`src/rtl/bster_mem_pkg.sv`:
```
// Shared AXI encodings, size decode helper and command layout for the BST memory port.
package bster_mem_pkg;

  typedef logic [1:0] axi_resp_t;
  localparam axi_resp_t RESP_OKAY   = 2'b00;
  localparam axi_resp_t RESP_EXOKAY = 2'b01;
  localparam axi_resp_t RESP_SLVERR = 2'b10;
  localparam axi_resp_t RESP_DECERR = 2'b11;

  typedef logic [1:0] axi_burst_t;
  localparam axi_burst_t BURST_FIXED = 2'b00;
  localparam axi_burst_t BURST_INCR  = 2'b01;
  localparam axi_burst_t BURST_WRAP  = 2'b10;

  // AXI AxSIZE for a bus of data_width bits (8..1024).
  function automatic logic [2:0] sizedec(input int unsigned data_width);
    logic [2:0] r_size;
    r_size = 3'd0;
    for (int unsigned i = 0; i < 8; i++) begin
      if ((32'd8 << i) == data_width) r_size = i[2:0];
    end
    return r_size;
  endfunction

  // Command layout at the default bus geometry; the port builds its own at its parameters.
  localparam int unsigned CMD_ADDR_W = 16;
  localparam int unsigned CMD_DATA_W = 32;

  typedef struct packed {
    logic                  is_rd;
    logic [CMD_ADDR_W-1:0] addr;
    logic [CMD_DATA_W-1:0] data;
  } mem_cmd_t;

endpackage

```
`src/rtl/sync_fifo.sv`:
```
// Single-clock FIFO with synchronous active-high reset; head entry visible on o_rdata.
module sync_fifo #(
  parameter int unsigned DEPTH = 16,
  parameter int unsigned WIDTH = 8
) (
  input  logic             i_clk,
  input  logic             i_rst,
  input  logic             i_push,
  input  logic [WIDTH-1:0] i_wdata,
  input  logic             i_pop,
  output logic [WIDTH-1:0] o_rdata,
  output logic             o_full,
  output logic             o_empty
);

  localparam int unsigned PtrW = $clog2(DEPTH);
  localparam logic [PtrW:0] PtrOne = {{PtrW{1'b0}}, 1'b1};

  logic [WIDTH-1:0] r_mem [DEPTH];
  logic [PtrW:0]    r_wptr;
  logic [PtrW:0]    r_rptr;
  logic             w_push;
  logic             w_pop;

  assign w_push  = i_push & ~o_full;
  assign w_pop   = i_pop & ~o_empty;
  assign o_empty = (r_wptr == r_rptr);
  // Extra pointer bit separates full from empty when the indices match.
  assign o_full  = (r_wptr[PtrW] != r_rptr[PtrW]) &&
                   (r_wptr[PtrW-1:0] == r_rptr[PtrW-1:0]);
  assign o_rdata = r_mem[r_rptr[PtrW-1:0]];

  // Pointer update.
  always_ff @(posedge i_clk) begin
    if (i_rst) begin
      r_wptr <= '0;
      r_rptr <= '0;
    end else begin
      if (w_push) r_wptr <= r_wptr + PtrOne;
      if (w_pop)  r_rptr <= r_rptr + PtrOne;
    end
  end

  // Storage write; contents need no reset.
  always_ff @(posedge i_clk) begin
    if (w_push) r_mem[r_wptr[PtrW-1:0]] <= i_wdata;
  end

endmodule

```
`src/rtl/axi4_mem_port.sv`:
```
// BST engine memory bus to single-beat AXI4 master bridge with in-order command queue.
// Optional feature: define AXI_RESP_CHECK_EN to flag non-OKAY responses and illegal commands
// on mem_error; otherwise mem_error is tied low.
module axi4_mem_port
  import bster_mem_pkg::*;
#(
  parameter int unsigned RAM_DATA_WIDTH  = 32,
  parameter int unsigned RAM_ADDR_WIDTH  = 16,
  parameter int unsigned RAM_STRB_WIDTH  = RAM_DATA_WIDTH / 8,
  parameter int unsigned RAM_ID_WIDTH    = 8,
  parameter int unsigned CMD_DEPTH       = 16,
  parameter int unsigned MAX_OUTSTANDING = 4
) (
  input  logic                      aclk,
  input  logic                      srst,
  input  logic                      mem_valid,
  output logic                      mem_ready,
  input  logic                      mem_rd,
  input  logic                      mem_wr,
  input  logic [RAM_ADDR_WIDTH-1:0] mem_addr,
  input  logic [RAM_DATA_WIDTH-1:0] mem_wr_data,
  output logic                      mem_rd_valid,
  output logic [RAM_DATA_WIDTH-1:0] mem_rd_data,
  output logic                      mem_error,
  output logic [RAM_ID_WIDTH-1:0]   ram_axi_awid,
  output logic [RAM_ADDR_WIDTH-1:0] ram_axi_awaddr,
  output logic [7:0]                ram_axi_awlen,
  output logic [2:0]                ram_axi_awsize,
  output logic [1:0]                ram_axi_awburst,
  output logic                      ram_axi_awlock,
  output logic [3:0]                ram_axi_awcache,
  output logic [2:0]                ram_axi_awprot,
  output logic                      ram_axi_awvalid,
  input  logic                      ram_axi_awready,
  output logic [RAM_DATA_WIDTH-1:0] ram_axi_wdata,
  output logic [RAM_STRB_WIDTH-1:0] ram_axi_wstrb,
  output logic                      ram_axi_wlast,
  output logic                      ram_axi_wvalid,
  input  logic                      ram_axi_wready,
  input  logic [RAM_ID_WIDTH-1:0]   ram_axi_bid,
  input  logic [1:0]                ram_axi_bresp,
  input  logic                      ram_axi_bvalid,
  output logic                      ram_axi_bready,
  output logic [RAM_ID_WIDTH-1:0]   ram_axi_arid,
  output logic [RAM_ADDR_WIDTH-1:0] ram_axi_araddr,
  output logic [7:0]                ram_axi_arlen,
  output logic [2:0]                ram_axi_arsize,
  output logic [1:0]                ram_axi_arburst,
  output logic                      ram_axi_arlock,
  output logic [3:0]                ram_axi_arcache,
  output logic [2:0]                ram_axi_arprot,
  output logic                      ram_axi_arvalid,
  input  logic                      ram_axi_arready,
  input  logic [RAM_ID_WIDTH-1:0]   ram_axi_rid,
  input  logic [RAM_DATA_WIDTH-1:0] ram_axi_rdata,
  input  logic [1:0]                ram_axi_rresp,
  input  logic                      ram_axi_rlast,
  input  logic                      ram_axi_rvalid,
  output logic                      ram_axi_rready
);

  localparam int unsigned PendW  = $clog2(MAX_OUTSTANDING + 1);
  localparam logic [PendW-1:0] MaxPend = PendW'(MAX_OUTSTANDING);
  localparam logic [PendW-1:0] PendOne = PendW'(1);
  localparam logic [2:0] AxiSize = sizedec(RAM_DATA_WIDTH);

  typedef struct packed {
    logic                      is_rd;
    logic [RAM_ADDR_WIDTH-1:0] addr;
    logic [RAM_DATA_WIDTH-1:0] data;
  } cmd_t;

  typedef enum logic [1:0] {StIdle, StWr, StRd} state_t;

  state_t             r_state;
  state_t             w_state_d;
  cmd_t               w_head;
  cmd_t               w_push_cmd;
  logic               w_push;
  logic               w_pop;
  logic               w_full;
  logic               w_empty;
  logic               r_aw_done;
  logic               r_w_done;
  logic               w_aw_hs;
  logic               w_w_hs;
  logic               w_ar_hs;
  logic               w_b_hs;
  logic               w_r_hs;
  logic               w_r_done;
  logic               w_wr_fin;
  logic [PendW-1:0]   r_rd_pend;
  logic [PendW-1:0]   r_wr_pend;

  // Command queue; malformed commands (rd==wr) are accepted but never stored.
  assign mem_ready  = ~srst & ~w_full;
  assign w_push     = mem_valid & mem_ready & (mem_rd ^ mem_wr);
  assign w_push_cmd = '{is_rd: mem_rd, addr: mem_addr, data: mem_wr_data};

  sync_fifo #(
    .DEPTH (CMD_DEPTH),
    .WIDTH ($bits(cmd_t))
  ) u_cmd_fifo (
    .i_clk   (aclk),
    .i_rst   (srst),
    .i_push  (w_push),
    .i_wdata (w_push_cmd),
    .i_pop   (w_pop),
    .o_rdata (w_head),
    .o_full  (w_full),
    .o_empty (w_empty)
  );

  assign w_aw_hs  = ram_axi_awvalid & ram_axi_awready;
  assign w_w_hs   = ram_axi_wvalid & ram_axi_wready;
  assign w_ar_hs  = ram_axi_arvalid & ram_axi_arready;
  assign w_b_hs   = ram_axi_bvalid & ram_axi_bready;
  assign w_r_hs   = ram_axi_rvalid & ram_axi_rready;
  assign w_r_done = w_r_hs & ram_axi_rlast;
  assign w_wr_fin = (r_state == StWr) & (r_aw_done | w_aw_hs) & (r_w_done | w_w_hs);
  assign w_pop    = w_wr_fin | w_ar_hs;

  // FSM state register.
  always_ff @(posedge aclk) begin
    if (srst) r_state <= StIdle;
    else      r_state <= w_state_d;
  end

  // Next state; a direction switch waits for the other direction to drain fully.
  always_comb begin
    w_state_d = r_state;
    unique case (r_state)
      StIdle: begin
        if (!w_empty) begin
          if (!w_head.is_rd && (r_rd_pend == '0) && (r_wr_pend < MaxPend)) begin
            w_state_d = StWr;
          end else if (w_head.is_rd && (r_wr_pend == '0) && (r_rd_pend < MaxPend)) begin
            w_state_d = StRd;
          end
        end
      end
      StWr:    if (w_wr_fin) w_state_d = StIdle;
      StRd:    if (w_ar_hs) w_state_d = StIdle;
      default: w_state_d = StIdle;
    endcase
  end

  // Channel valids and response readies.
  always_comb begin
    ram_axi_awvalid = ~srst & (r_state == StWr) & ~r_aw_done;
    ram_axi_wvalid  = ~srst & (r_state == StWr) & ~r_w_done;
    ram_axi_arvalid = ~srst & (r_state == StRd);
    ram_axi_bready  = ~srst;
    ram_axi_rready  = ~srst;
  end

  // Fixed single-beat AXI attributes; payload comes straight from the queue head.
  assign ram_axi_awid    = '0;
  assign ram_axi_awaddr  = w_head.addr;
  assign ram_axi_awlen   = 8'd0;
  assign ram_axi_awsize  = AxiSize;
  assign ram_axi_awburst = BURST_INCR;
  assign ram_axi_awlock  = 1'b0;
  assign ram_axi_awcache = 4'd0;
  assign ram_axi_awprot  = 3'd0;
  assign ram_axi_wdata   = w_head.data;
  assign ram_axi_wstrb   = '1;
  assign ram_axi_wlast   = 1'b1;
  assign ram_axi_arid    = '0;
  assign ram_axi_araddr  = w_head.addr;
  assign ram_axi_arlen   = 8'd0;
  assign ram_axi_arsize  = AxiSize;
  assign ram_axi_arburst = BURST_INCR;
  assign ram_axi_arlock  = 1'b0;
  assign ram_axi_arcache = 4'd0;
  assign ram_axi_arprot  = 3'd0;

  // AW and W complete independently; both flags clear once the write is retired.
  always_ff @(posedge aclk) begin
    if (srst || w_wr_fin) begin
      r_aw_done <= 1'b0;
      r_w_done  <= 1'b0;
    end else begin
      if (w_aw_hs) r_aw_done <= 1'b1;
      if (w_w_hs)  r_w_done  <= 1'b1;
    end
  end

  // Outstanding read/write counters.
  always_ff @(posedge aclk) begin
    if (srst) begin
      r_rd_pend <= '0;
      r_wr_pend <= '0;
    end else begin
      unique case ({w_ar_hs, w_r_done})
        2'b10:   r_rd_pend <= r_rd_pend + PendOne;
        2'b01:   r_rd_pend <= r_rd_pend - PendOne;
        default: r_rd_pend <= r_rd_pend;
      endcase
      unique case ({w_wr_fin, w_b_hs})
        2'b10:   r_wr_pend <= r_wr_pend + PendOne;
        2'b01:   r_wr_pend <= r_wr_pend - PendOne;
        default: r_wr_pend <= r_wr_pend;
      endcase
    end
  end

  // Registered read return, one cycle after the R handshake.
  always_ff @(posedge aclk) begin
    if (srst) begin
      mem_rd_valid <= 1'b0;
      mem_rd_data  <= '0;
    end else begin
      mem_rd_valid <= w_r_hs;
      if (w_r_hs) mem_rd_data <= ram_axi_rdata;
    end
  end

`ifdef AXI_RESP_CHECK_EN
  logic w_unused;
  assign w_unused = ^{ram_axi_bid, ram_axi_rid};

  // Sticky error on bad responses or malformed commands.
  always_ff @(posedge aclk) begin
    if (srst) begin
      mem_error <= 1'b0;
    end else if ((w_b_hs && (ram_axi_bresp != RESP_OKAY)) ||
                 (w_r_hs && (ram_axi_rresp != RESP_OKAY)) ||
                 (mem_valid && mem_ready && (mem_rd == mem_wr))) begin
      mem_error <= 1'b1;
    end
  end
`else
  logic w_unused;
  assign w_unused  = ^{ram_axi_bid, ram_axi_rid, ram_axi_bresp, ram_axi_rresp};
  assign mem_error = 1'b0;
`endif

endmodule

```
`config.mk`:
```
export PLATFORM = sky130hd
export DESIGN_NAME = axi4_mem_port
export DESIGN_NICKNAME = d
export VERILOG_FILES = /design/src/rtl/bster_mem_pkg.sv /design/src/rtl/sync_fifo.sv /design/src/rtl/axi4_mem_port.sv
export SDC_FILE = /design/constraint.sdc
export NUM_CORES = 1
export LEC_CHECK = 0
export ABC_CLOCK_PERIOD_IN_PS = 3800
export BUFFER_PORTS_ARGS = -buffer_cell sky130_fd_sc_hd__buf_2
export CORE_ASPECT_RATIO = 1.25
export CORE_UTILIZATION = 25
export CTS_BUF_LIST = sky130_fd_sc_hd__clkbuf_4
export DETAILED_ROUTE_END_ITERATION = 12
export SYNTH_ARGS = -nofsm -noshare
export SYNTH_HDL_FRONTEND = slang
export SYNTH_SLANG_ARGS = --single-unit
```
`constraint.sdc`:
```
create_clock -name aclk -period 3.8 [get_ports aclk]
set_clock_uncertainty 0.2 [all_clocks]
set_input_delay 0.19 -clock aclk [delete_from_list [all_inputs] [get_ports aclk]]
set_output_delay 0.19 -clock aclk [all_outputs]
set_load 0.1 [all_outputs]
```
==> impl_results.md <==
* Vias in the first global route at 18413
* Worst-path clk slew at 0.07 ns
* CP Cell Sequence: buf_12 > buf_16 > buf_4 > mux4_2 > mux4_2 > buf_12
* Post-Syn Area at 32600 µm²
* Setup WS post-layout at around 0.072 ns
* CP Capture Type: output pin
* Sequential share of power at 0.540
* Commonest cells after routing, fill and taps aside: edfxtp_1, clkbuf_4, dlygate4sd3_1
* Die Y at a little over 400 µm
* Logic gate share of total power at 0.071
* Min cycle time layout at between 3 and 4 ns
* CTS tree: built
* Total gr overflow at 0
* Crit path DAT at approximately 3.3 ns
* Average cell area after synthesis at 22.8 µm²
* Width of the die at 325 µm
* Area Growth Syn to Fin at 29.8%
* Synthesis Warnings at 0
* Largest net degree at the start of global routing at 45
* CP Data Required Time at approximately 3.4 ns
* Leak Pwr at approximately 14 nW
* Placed cell area at roughly 36000 µm²
* CTS Buffer Depth at 3
* Commonest non-fill, non-tap cell in the layout: edfxtp_1
* Switching Share at 0.246
* CP Launch Type: flip-flop
* GR Util All Layers at 0.126
* Ports at between 200 and 300
* Worst Tran Pin Value at 0.973 ns
* DRC at 0
* Min-delay worst type: flip-flop to flip-flop
* Final setup fails at 0
* H-tree Lvls at 4
* PD cells at 447 nW/µm²
* Row count at approximately 150
* Max-slew headroom at 0.350
* Starting DRT DRC Count at 998
* Sw Pwr at 4.65 mW
* RSZ-0062 raised after global routing: true
* Final Non-Filler Cells at approximately 3900
* Root buf cell: clkbuf_4
* Port bufs at 193
* Fraction of layout cells with a size suffix above 1 at 0.394
* TritonCTS sink count at around 840
* P_int at 14.2 mW
* Remaining antenna violation count after routing at 0
* RePlAce Congestion at 0.778
* Yosys reg bits at about 840
* CP Max Fanout at 8
* First-pass GRT wire length at 120 mm
* Clk Latency, worst-skew pair at between 1 and 1.5 ns
* Die area at around 130000 µm²
* Post-synthesis cell count at between 1000 and 1500
* VDD IR-drop max at 0.268 mV
* Detailed Place HPWL at about 43 mm
* Starting density of the core at 0.253
* Max Freq at ~270 MHz
* Final Hold Fails at 0
* Final WL at around 84 mm
* Clk pwr share at 0.389
* DP Cell Count at around 3300
* Finished Cell Area at ~42000 µm²
* Critical Path Slowest Stage Cell: mux4_2
* Pre-CTS setup slack at 0.654 ns
* Fill cell count at between 10000 and 15000
* Sequential element share of the synthesized area at 0.758
* First-pass iteration count of the detailed router at 4
* Kind of critical path: flip-flop to output pin
* Via Count at about 17000
* CP max stage delay at about 0.6 ns
* Netlist cell types at 42
* Core Area at 129000 µm²
* Post-route clock period utilization at 0.981
* Status: complete, no violations
* Vias/cell at ~4.3
* CTS Buf Count at 202
* Antenna violations before repair at 6
* DR WL/cell at approximately 21 µm
* MaxCap Viol Count at 0
* Final #Nets at approximately 2200
* Fin. max-slew vios at 0
routing by layer:
metal  track usage  vias up  wire length [µm]
met1         0.151     8823             34800
met3        0.0317      141              4250
met5             0        -                44
li1              -     7254                 -
met4        0.0470        8              1670
met2         0.218      591             43300
flip-flops by register name (all words and copies together), names as in the netlist, named ones only:
| register | count |
|---|---|
| mem_rd_data | 32 |
| mem_rd_valid | 1 |
| r_aw_done | 1 |
| r_rd_pend | 3 |
| r_state | 2 |
| r_w_done | 1 |
| r_wr_pend | 3 |
| u_cmd_fifo.r_mem | 784 |
| u_cmd_fifo.r_rptr | 5 |
| u_cmd_fifo.r_wptr | 5 |
power groups by stage:
stage	logic (mW)	registers [mW]	clock network (mW)
finish	1.35	10.2	7.35
global route	1.40	10.2	8.03
CTS	1.32	10.2	7.59
detailed placement	1.06	10.4	0
global placement	1.04	10.4	0
floorplan	0.704	10.5	0
cell families after synthesis:
group	synth area share
multiplexers	0.181
adder cells (fa/ha/maj)	0.00392
XOR/XNOR	0.00430
AND/OR/NAND/NOR	0.0150
buffers and inverters	0.0327
other	0.000231
flip-flops	0.758
AO/OA/AOI/OAI	0.00542
layout make-up:
type                    count  area [µm²]  share of cell area
repair buffers            525        5650               0.134
flip-flops and latches    841       24700               0.584
clock buffers             293        2200              0.0520
well taps                1713        2140              0.0507
diodes                      1        2.50           0.0000592
multi-input cells         490        7120               0.168
inverters                  12        45.0             0.00107
clock inverters            64         422             0.00997
worst max-delay path, delay by kind of cell (launching register included):
kind	cells	cell delay, ns
buf+inv	4	0.65
flops	1	0.40
mux	2	1.11
synthesized netlist by cell type, drive strengths merged:
master	number	area, µm²
nand4	2	12.5
nand3	2	10.0
mux2i	35	350
conb	2	7.51
nor3	5	25.0
or3	2	12.5
or4	1	7.51
nor3b	1	12.5
a21oi	8	40.0
ha	7	87.6
nor2	50	188
nor2b	9	56.3
o21ai	5	25.0
a221oi	1	15.0
nor4	1	21.3
mux4	244	5500
dfxtp	57	1140
o31ai	1	12.5
inv	12	45.0
and3	12	75.1
o22ai	1	6.26
buf	132	951
a22oi	1	12.5
a211oi	1	12.5
a2111oi	2	42.5
edfxtp	784	23500
and2	6	37.5
mux2	3	33.8
nand2b	2	12.5
fa	2	40.0
clkbuf	18	68.8
a32o	1	10.0
xnor2	6	52.6
xor2	10	87.6
nand2	5	18.8
what timing repair did:
| action | 4_1_cts | 5_1_grt |
|---|---|---|
| hold buffers | 247 | 0 |
| endpoints found under the setup margin | 64 | 51 |
| buffers inserted | 17 | 1 |
| pin swaps | 0 | 0 |
| endpoints found under the hold margin | 1589 | 0 |
| gates cloned | 14 | 11 |
| resized for setup | 170 | 20 |
stage by stage:
stage | util | power, mW | setup TNS (ns) | hold WS [ns]
3_3_place_gp | 0.278 | 11.4 | 0 | 0.225
5_1_grt | 0.328 | 19.6 | -0.888 | 0.312
2_1_floorplan | - | 11.2 | 0 | 0.0889
3_5_place_dp | 0.278 | 11.4 | 0 | 0.235
4_1_cts | 0.326 | 19.1 | -2.62 | 0.266
6_report | 0.328 | 18.9 | 0 | 0.297
worst paths after layout:
path                                      from                           endpoint  slack (ns)  depth (start not counted)
min reg2reg          r_wr_pend[2]$_SDFFE_PP0P_          r_wr_pend[2]$_SDFFE_PP0P_        0.30                          2
max reg2reg  u_cmd_fifo.r_wptr[0]$_SDFFE_PP0P_  u_cmd_fifo.r_mem[8][39]$_DFFE_PP_        0.55                          5
min                  r_wr_pend[2]$_SDFFE_PP0P_          r_wr_pend[2]$_SDFFE_PP0P_        0.30                          2
max                                  flip-flop                  ram_axi_wdata[23]        0.07                          6
(Power assumes the default switching activity.)
